--- config.mk ---
export PLATFORM = sky130hd
export DESIGN_NAME = trace_issue_buffer
export DESIGN_NICKNAME = d
export VERILOG_FILES = /design/src/rtl/trace_issue_buffer.sv
export SDC_FILE = /design/constraint.sdc
export NUM_CORES = 1
export LEC_CHECK = 0
export ABC_AREA = 1
export BUFFER_PORTS_ARGS = -buffer_cell sky130_fd_sc_hd__buf_2
export CAP_MARGIN = 20
export CORE_AREA = 2 2 178 180
export DETAILED_ROUTE_END_ITERATION = 8
export DIE_AREA = 0 0 180 182
export PLACE_DENSITY = 0.75
export SYNTH_ARGS = -nofsm -noshare
export SYNTH_HDL_FRONTEND = slang
export SYNTH_SLANG_ARGS = --single-unit
--- constraint.sdc ---
create_clock -name clk -period 3.65 [get_ports clk]
set_input_delay 0.9125 -clock clk [delete_from_list [all_inputs] [get_ports clk]]
set_output_delay 0.9125 -clock clk [all_outputs]
set_load 0.05 [all_outputs]
--- src/rtl/trace_issue_buffer.sv ---
// Timed trace front end: buffers timestamped entries and releases each in order
// once the simulated CPU clock reaches its timestamp, with optional idle time-skip.
module trace_issue_buffer #(
    parameter int ADDRESS_WIDTH = 33,
    parameter int TIME_WIDTH    = 32,
    parameter int OP_WIDTH      = 2,
    parameter int DEPTH         = 4,
    parameter int CLK_DIV       = 2
) (
    input  logic                         clk,
    input  logic                         rst_n,
    input  logic                         in_valid,
    output logic                         in_ready,
    input  logic [TIME_WIDTH-1:0]        in_time,
    input  logic [OP_WIDTH-1:0]          in_op,
    input  logic [ADDRESS_WIDTH-1:0]     in_addr,
    output logic                         out_valid,
    input  logic                         out_ready,
    output logic [TIME_WIDTH-1:0]        out_time,
    output logic [OP_WIDTH-1:0]          out_op,
    output logic [ADDRESS_WIDTH-1:0]     out_addr,
    input  logic                         queue_empty,
    input  logic                         skip_en,
    output logic [TIME_WIDTH-1:0]        cpu_time,
    output logic [$clog2(DEPTH+1)-1:0]   count,
    output logic                         drop_err,
    output logic                         order_err
);
    localparam int PW = $clog2(DEPTH);
    localparam int CW = $clog2(DEPTH + 1);
    localparam int DW = (CLK_DIV > 1) ? $clog2(CLK_DIV) : 1;
    localparam logic [CW-1:0] FULL = CW'(DEPTH);
    localparam logic [DW-1:0] PMAX = DW'(CLK_DIV - 1);

    logic [TIME_WIDTH-1:0]    mem_time [DEPTH];
    logic [OP_WIDTH-1:0]      mem_op   [DEPTH];
    logic [ADDRESS_WIDTH-1:0] mem_addr [DEPTH];

    logic [PW-1:0]         rd_ptr, wr_ptr;
    logic [DW-1:0]         presc;
    logic [TIME_WIDTH-1:0] last_time;
    logic [TIME_WIDTH-1:0] head_time;
    logic                  push, pop, skip, tick, held;

    assign head_time = mem_time[rd_ptr];
    assign held      = (count != '0);
    assign in_ready  = (count != FULL);
    assign out_valid = held && (head_time <= cpu_time);
    assign push      = in_valid && in_ready;
    assign pop       = out_valid && out_ready;
    assign skip      = skip_en && queue_empty && held && (head_time > cpu_time);
    assign tick      = (presc == PMAX);

    // Outputs are forced to zero while nothing is due so idle bus values are clean.
    assign out_time = out_valid ? head_time        : '0;
    assign out_op   = out_valid ? mem_op[rd_ptr]   : '0;
    assign out_addr = out_valid ? mem_addr[rd_ptr] : '0;

    always_ff @(posedge clk) begin
        if (push) begin
            mem_time[wr_ptr] <= in_time;
            mem_op[wr_ptr]   <= in_op;
            mem_addr[wr_ptr] <= in_addr;
        end
    end

    always_ff @(posedge clk or negedge rst_n) begin
        if (!rst_n) begin
            rd_ptr <= '0;
            wr_ptr <= '0;
            count  <= '0;
        end else begin
            if (push) wr_ptr <= wr_ptr + PW'(1);
            if (pop)  rd_ptr <= rd_ptr + PW'(1);
            case ({push, pop})
                2'b10:   count <= count + CW'(1);
                2'b01:   count <= count - CW'(1);
                default: count <= count;
            endcase
        end
    end

    // Skip jumps straight to the head timestamp and restarts the tick phase.
    always_ff @(posedge clk or negedge rst_n) begin
        if (!rst_n) begin
            presc    <= '0;
            cpu_time <= '0;
        end else if (skip) begin
            presc    <= '0;
            cpu_time <= head_time;
        end else begin
            presc <= tick ? '0 : presc + DW'(1);
            if (tick && (cpu_time != '1))
                cpu_time <= cpu_time + TIME_WIDTH'(1);
        end
    end

    always_ff @(posedge clk or negedge rst_n) begin
        if (!rst_n) begin
            last_time <= '0;
            drop_err  <= 1'b0;
            order_err <= 1'b0;
        end else begin
            if (in_valid && !in_ready) drop_err <= 1'b1;
            if (push) begin
                last_time <= in_time;
                if (in_time < last_time) order_err <= 1'b1;
            end
        end
    end
endmodule
Word level (Yosys, flattened, before mapping)
Memories as Yosys holds them, arrays and structs flattened.
Index checks and enable logic that the tools add are counted.
{ "word_totals": {"regBits": 74, "mem_bits_rw": 268, "inputBits": 73, "output_inout_bits": 106, "wordCells": 47, "n_memories": 3} }
{ "classes": {"add_sub_neg": 6, "magnitude_cmp": 3, "eq_ne": 4, "n_mux": 10, "reduce_logical": 13} }
{ "memory_table": {"columns": ["name", "depth", "width", "read_ports", "rd_clocked_by_memory_dff", "write_ports", "line", "rtl"], "rows": [
  ["mem_addr", 4, 33, 1, 0, 1, "37", "logic [ADDRESS_WIDTH-1:0] mem_addr [DEPTH];"],
  ["mem_time", 4, 32, 1, 0, 1, "35", "logic [TIME_WIDTH-1:0] mem_time [DEPTH];"],
  ["mem_op", 4, 2, 1, 0, 1, "36", "logic [OP_WIDTH-1:0] mem_op [DEPTH];"]
]} }
{ "op_table": {"columns": ["cell", "count"], "rows": [
  ["$mux W32", 3],
  ["$mux W33", 1],
  ["$add A32 B1 Y32 const B", 1],
  ["$gt A32 B32 Y1", 1],
  ["$le A32 B32 Y1", 1],
  ["$lt A32 B32 Y1", 1],
  ["$ne A32 B32 Y1 const B", 1],
  ["$logic_and A1 B1 Y1", 8],
  ["$pmux W3 S2", 1],
  ["$add A2 B1 Y2 const B", 2],
  ["$mux W1", 4],
  ["$reduce_bool A2 Y1", 2],
  ["$add A3 B1 Y3 const B", 1],
  ["$ne A3 B3 Y1 const B", 1],
  ["$reduce_bool A3 Y1", 1],
  ["$sub A3 B1 Y3 const B", 1],
  ["$eq A2 B1 Y1 const B", 1],
  ["$eq A2 B2 Y1 const B", 1],
  ["$mux W2", 1],
  ["$reduce_and A2 Y1", 1],
  ["$add A1 B1 Y1 const B", 1],
  ["$logic_not A1 Y1", 1]
]} }

Depth between registers and ports, before layout
An unclocked memory read counts as a cell.
{ "depth": {"ltp_word": 6, "ltp_mapped": 26, "ltp_nobuf": 25} }

Worst setup path before layout
OpenSTA, ideal clock, no wires.
{ "synth_path": {"kind": "reg2reg", "start": "register count[1]", "end": "memory mem_addr[0][0], enable pin", "setup_ns": 0.493, "arrival_time_ns": 4.286, "required_time_ns": 3.157, "path_slack_ns": -1.129, "stages_incl_launch_ff": 5, "path_buffers": 0, "period_less_slack_ns": 4.779, "path_cell_list": "dfrtp_1 nor2_1 nand2_1 nand2_1 nor2_1"} }
{ "synth_between": {"elab_chain_len": 4} }
{ "synth_rtl": {"columns": ["item", "line", "rtl"], "rows": [
  ["start, declared", "25", "output logic [$clog2(DEPTH+1)-1:0] count,"],
  ["start signal, assigned", "76", "2'b10: count <= count + CW'(1);"],
  ["start signal, assigned", "77", "2'b01: count <= count - CW'(1);"],
  ["start signal, assigned", "78", "default: count <= count;"],
  ["$ne A3 B3 Y1", "47", "assign in_ready = (count != FULL);"],
  ["net in_ready", "13", "output logic in_ready,"],
  ["$logic_and A1 B1 Y1", "49", "assign push = in_valid && in_ready;"],
  ["$mux W1", "60", "if (push) begin"],
  ["$mux W1 (not written as such)", "63", "mem_addr[wr_ptr] <= in_addr;"],
  ["end, declared", "37", null]
]} }
The timed path passes the listed nets, and every way through them passes these cells.

Worst setup path after layout
{ "layout_path": {"start": "register rd_ptr[0]", "end": "output out_time[11]"} }
{ "layout_between": {"elab_chain_len": 4} }
{ "layout_rtl": {"columns": ["item", "line", "rtl"], "rows": [
  ["start, declared", "39", "logic [PW-1:0] rd_ptr, wr_ptr;"],
  ["start signal, assigned", "74", "if (pop) rd_ptr <= rd_ptr + PW'(1);"],
  ["$mem_v2 Z4 W32 (*)", null, null],
  ["$le A32 B32 Y1", "48", "assign out_valid = held && (head_time <= cpu_time);"],
  ["$logic_and A1 B1 Y1", "48", null],
  ["$mux W32 (*)", "55", "assign out_time = out_valid ? head_time : '0;"],
  ["end, declared", "19", "output logic [TIME_WIDTH-1:0] out_time,"]
]} }
Mark *: on every way between the ends. The rest lies on a longest branch, timed or not.

==> run_results.csv <==
group,metric,value,unit
outcome,status,"finished, violations left",
outcome,failed_checks,"negative setup slack",
worst_setup_path,worstSetupEndpointType,"output pin",
min_path,hold_class,"in2async",
sta,slew_viol_final,0,
yosys,ys_async_sr_fraction,0.2164,
sta,worst_slew_pin_slew,0.8051,ns
grt,grt_max_degree,73,
worst_setup_path,arrival,3.55,ns
clock_network,htreeDepth,2,
layout,postLayoutCellArea,0.02098,sq mm
clock_network,clock-sinks,342,
worst_setup_path,crit_type,"reg2out",
grt,grt_pass1_wl,65210,microns
layout,final_nets,1974,
worst_setup_path,crit_fanout,12,
yosys,yosys.cell_types.count,36,
grt,grt_pass1_vias,12110,
worst_setup_path,crit_top_cell,"nand2_1",
floorplan,io_pins,179,
clock_network,cts_tree,"yes",
worst_setup_path,critPathLaunchType,"flip-flop",
drt,drt_pass1_iterations,8,
worst_setup_path,cp_slowest_cell,"dfrtp_4",
yosys,synthCells,1581,
yosys,synth-compound-area-share,0.07782,
worst_setup_path,path_buf_inv,6,
layout,finalCoreUtilization,0.6772,
sta,setup_violations,70,
sta,max_freq,224.3,MHz
sta,fin_skew,0.02072,ns
drt,postRouteAntennaNets,0,
power,power.leakage,9.273,nW
drt,wl,42740,microns
place,hpwl,26700,microns
sta,period_needed,4.459,ns
clock_network,clk_pin_slew_worst_paths,0.07,ns
yosys,synth_adder_area_share,0.05489,
sta,fin_ws,-0.8085,ns
floorplan,std_cell_rows,65,
yosys,yosysWarnings,0,
drt,via_per_inst,5.525,
yosys,yosysSeqAreaShare,0.6151,
yosys,syn_area_per_cell,10.18,sq um
worst_setup_path,critical_path.top_delay_family,"buffers and inverters",
clock_network,root_buffer,"clkbuf_16",
yosys,ys_ff_latch,342,
drt,vias,12510,
grt,track_usage,0.2535,
yosys,synthMuxAreaShare,0,
place,io_buffers,178,
worst_setup_path,critical_path.max_stage_delay,0.56,ns
yosys,syn-num-nets,1724,
clock_network,numCtsBuffers,37,
layout,drive_above_1_share,0.2550,
sta,rsz0062_at_grt,"true",
yosys,syn_area,0.01609,sq mm
yosys,synth-main-ff-cell,"edfxtp_1",
floorplan,start_util,0.5194,
run,drv_cap,0,
clock_network,clockBufferDepth,3,
drt,drt_iter0_drc,1052,
worst_setup_path,worst-endpoint-required,2.74,ns
drt,routedWlPerCell,18.88,microns
yosys,synth_xor_area_frac,0.01850,
yosys,synth-simple-area-share,0.1788,
place,placed_cell_area,0.01865,sq mm
sta,hold_viol_final,0,
floorplan,dieArea,0.03276,sq mm
power,peakVddDrop,0.9394,mV
grt,grt-ovfl-total,0,
drt,remaining_drc_errors,0,
power,p_total,0.02137,W
sta,whs,0.4154,ns
floorplan,core,0.03099,sq mm
clock_network,hold_buffers,0,
sta,max-slew-margin-rel,0.4627,
layout,areaGrowthSynthToFinish,30.38,%
grt,grt_antenna_before_repair,9,
yosys,synth-edff-count,268,
yosys,synth_top_family_by_area,"simple AND/OR/NAND/NOR gates",
clock_network,clock_latency,0.53,ns
sta,min_period_over_period,1.222,
worst_setup_path,crit_chain,"clkinv_8 > buf_12 > buf_16 > nand2_1 > a32oi_2 > ha_1 > nand2_1 > nor2_1 > a21oi_2 > nand2_1 > nand2_2 > nand2_4 > nand2_8 > nand2_8 > buf_16 > buf_4 > nor2_4 > buf_6",
power,p_per_area,1018,mW/mm^2
floorplan,chipHeight,182,microns
floorplan,die_w,180,microns
place,gp_congestion,1.031,
[cell families (layout without fill, tap and decap cells)]
group                      after synthesis  after routing
and+or+nand+nor                        688            689
buffers and inverters                  227            504
other                                    0              3
DFF                                    342            342
AOI/OAI and AO/OA                      220            220
xor gates and xnor gates                34             34
adders and majority gates               70             70
[where the power goes]
| group | internal, W | switching (W) |
|---|---|---|
| sequential | 0.00509 | 0.000231 |
| clock | 0.00217 | 0.00153 |
| combinational | 0.00447 | 0.00787 |
| total | 0.0117 | 0.00963 |
[sequential cells by signal, summed over array words and instances (netlist names)]
signal	count
mem_addr	132
mem_time	128
cpu_time	32
last_time	32
mem_op	8
count	3
rd_ptr	2
wr_ptr	2
drop_err	1
order_err	1
presc	1
[metal layers]
layer / track usage / share of wire
met2: 0.4323 / 0.48
met1: 0.3174 / 0.40
met4: 0.09496 / 0.038
met3: 0.05676 / 0.078
met5: 0 / 0.0019
[placed cells by master (no fill, tap or decap), types with 18 or more instances in the layout]
cell / count
buf_2: 110
nor2_1: 33
clkbuf_16: 42
buf_6: 67
nand3_1: 52
nand4_1: 37
dfrtp_1: 73
ha_1: 67
edfxtp_1: 268
nor3_1: 18
a32oi_2: 21
nor3_4: 36
o21ai_0: 43
nor2_4: 25
nand2_1: 452
inv_1: 146
buf_4: 82
xor2_1: 32
a21oi_1: 125
[path summary, 6_finish.rpt]
kind / startpoint / end / slack, ns / cells past startpoint
worst max register to register: rd_ptr[0] / count[2] / -0.30 / 23
min in group clk: order_err / order_err / 0.46 / 2
worst max-delay path: rd_ptr[0] / out_time[11] / -0.81 / 18
worst min-delay path: rst_n / cpu_time[11] / 0.42 / 1
max in group asynchronous: rst_n / last_time[28] / 2.50 / 2
worst min register to register: order_err / order_err / 0.46 / 2
[synth_stat cells, types with 2 or more instances]
cell type,count,area [sq um]
a21oi_1,134,670.6
a32oi_1,32,280.3
and3_1,2,12.51
buf_1,9,33.78
buf_2,13,65.06
buf_6,2,22.52
clkbuf_1,53,198.9
dfrtp_1,74,1852
edfxtp_1,268,8048
ha_1,69,863.3
inv_1,147,551.8
inv_2,3,11.26
nand2_1,458,1719
nand2_2,4,25.02
nand3_1,53,265.3
nand4_1,37,231.5
nor2_1,73,274.0
nor3_1,53,265.3
nor3_2,2,20.02
o21a_1,5,37.54
o21ai_0,43,215.2
xnor2_1,2,17.52
xor2_1,32,280.3
[stage by stage]
stage / setup TNS, ns / setup WS, ns / cells
after floorplan: -15.56 / -0.05806 / 1581
after global placement: -17.37 / -0.3029 / 2174
after detailed placement: -21.55 / -0.3641 / 2174
after CTS: -47.89 / -0.7751 / 2254
after global routing: -60.05 / -0.9379 / 2263
final: -50.71 / -0.8085 / 2264
[layout make-up]
type,instances,area [sq um]
fill,2204,10000
sequential,342,9903
multi-input combinational,1013,6235
timing repair buffer,287,2559
clock buffer,46,1002
inverter,150,575.6
tap,402,503.0
clock inverter,21,198.9
antenna,3,7.507
[timing repair]
item                                   in CTS  in global routing
setup endpoints to repair                  70                 71
endpoints found under the hold margin       0                  0
pin swaps                                  10                 15
setup buffers                               4                  5
cloned                                      9                  3
resized for setup                         168                 30
Power figures use the tool's default switching activity.
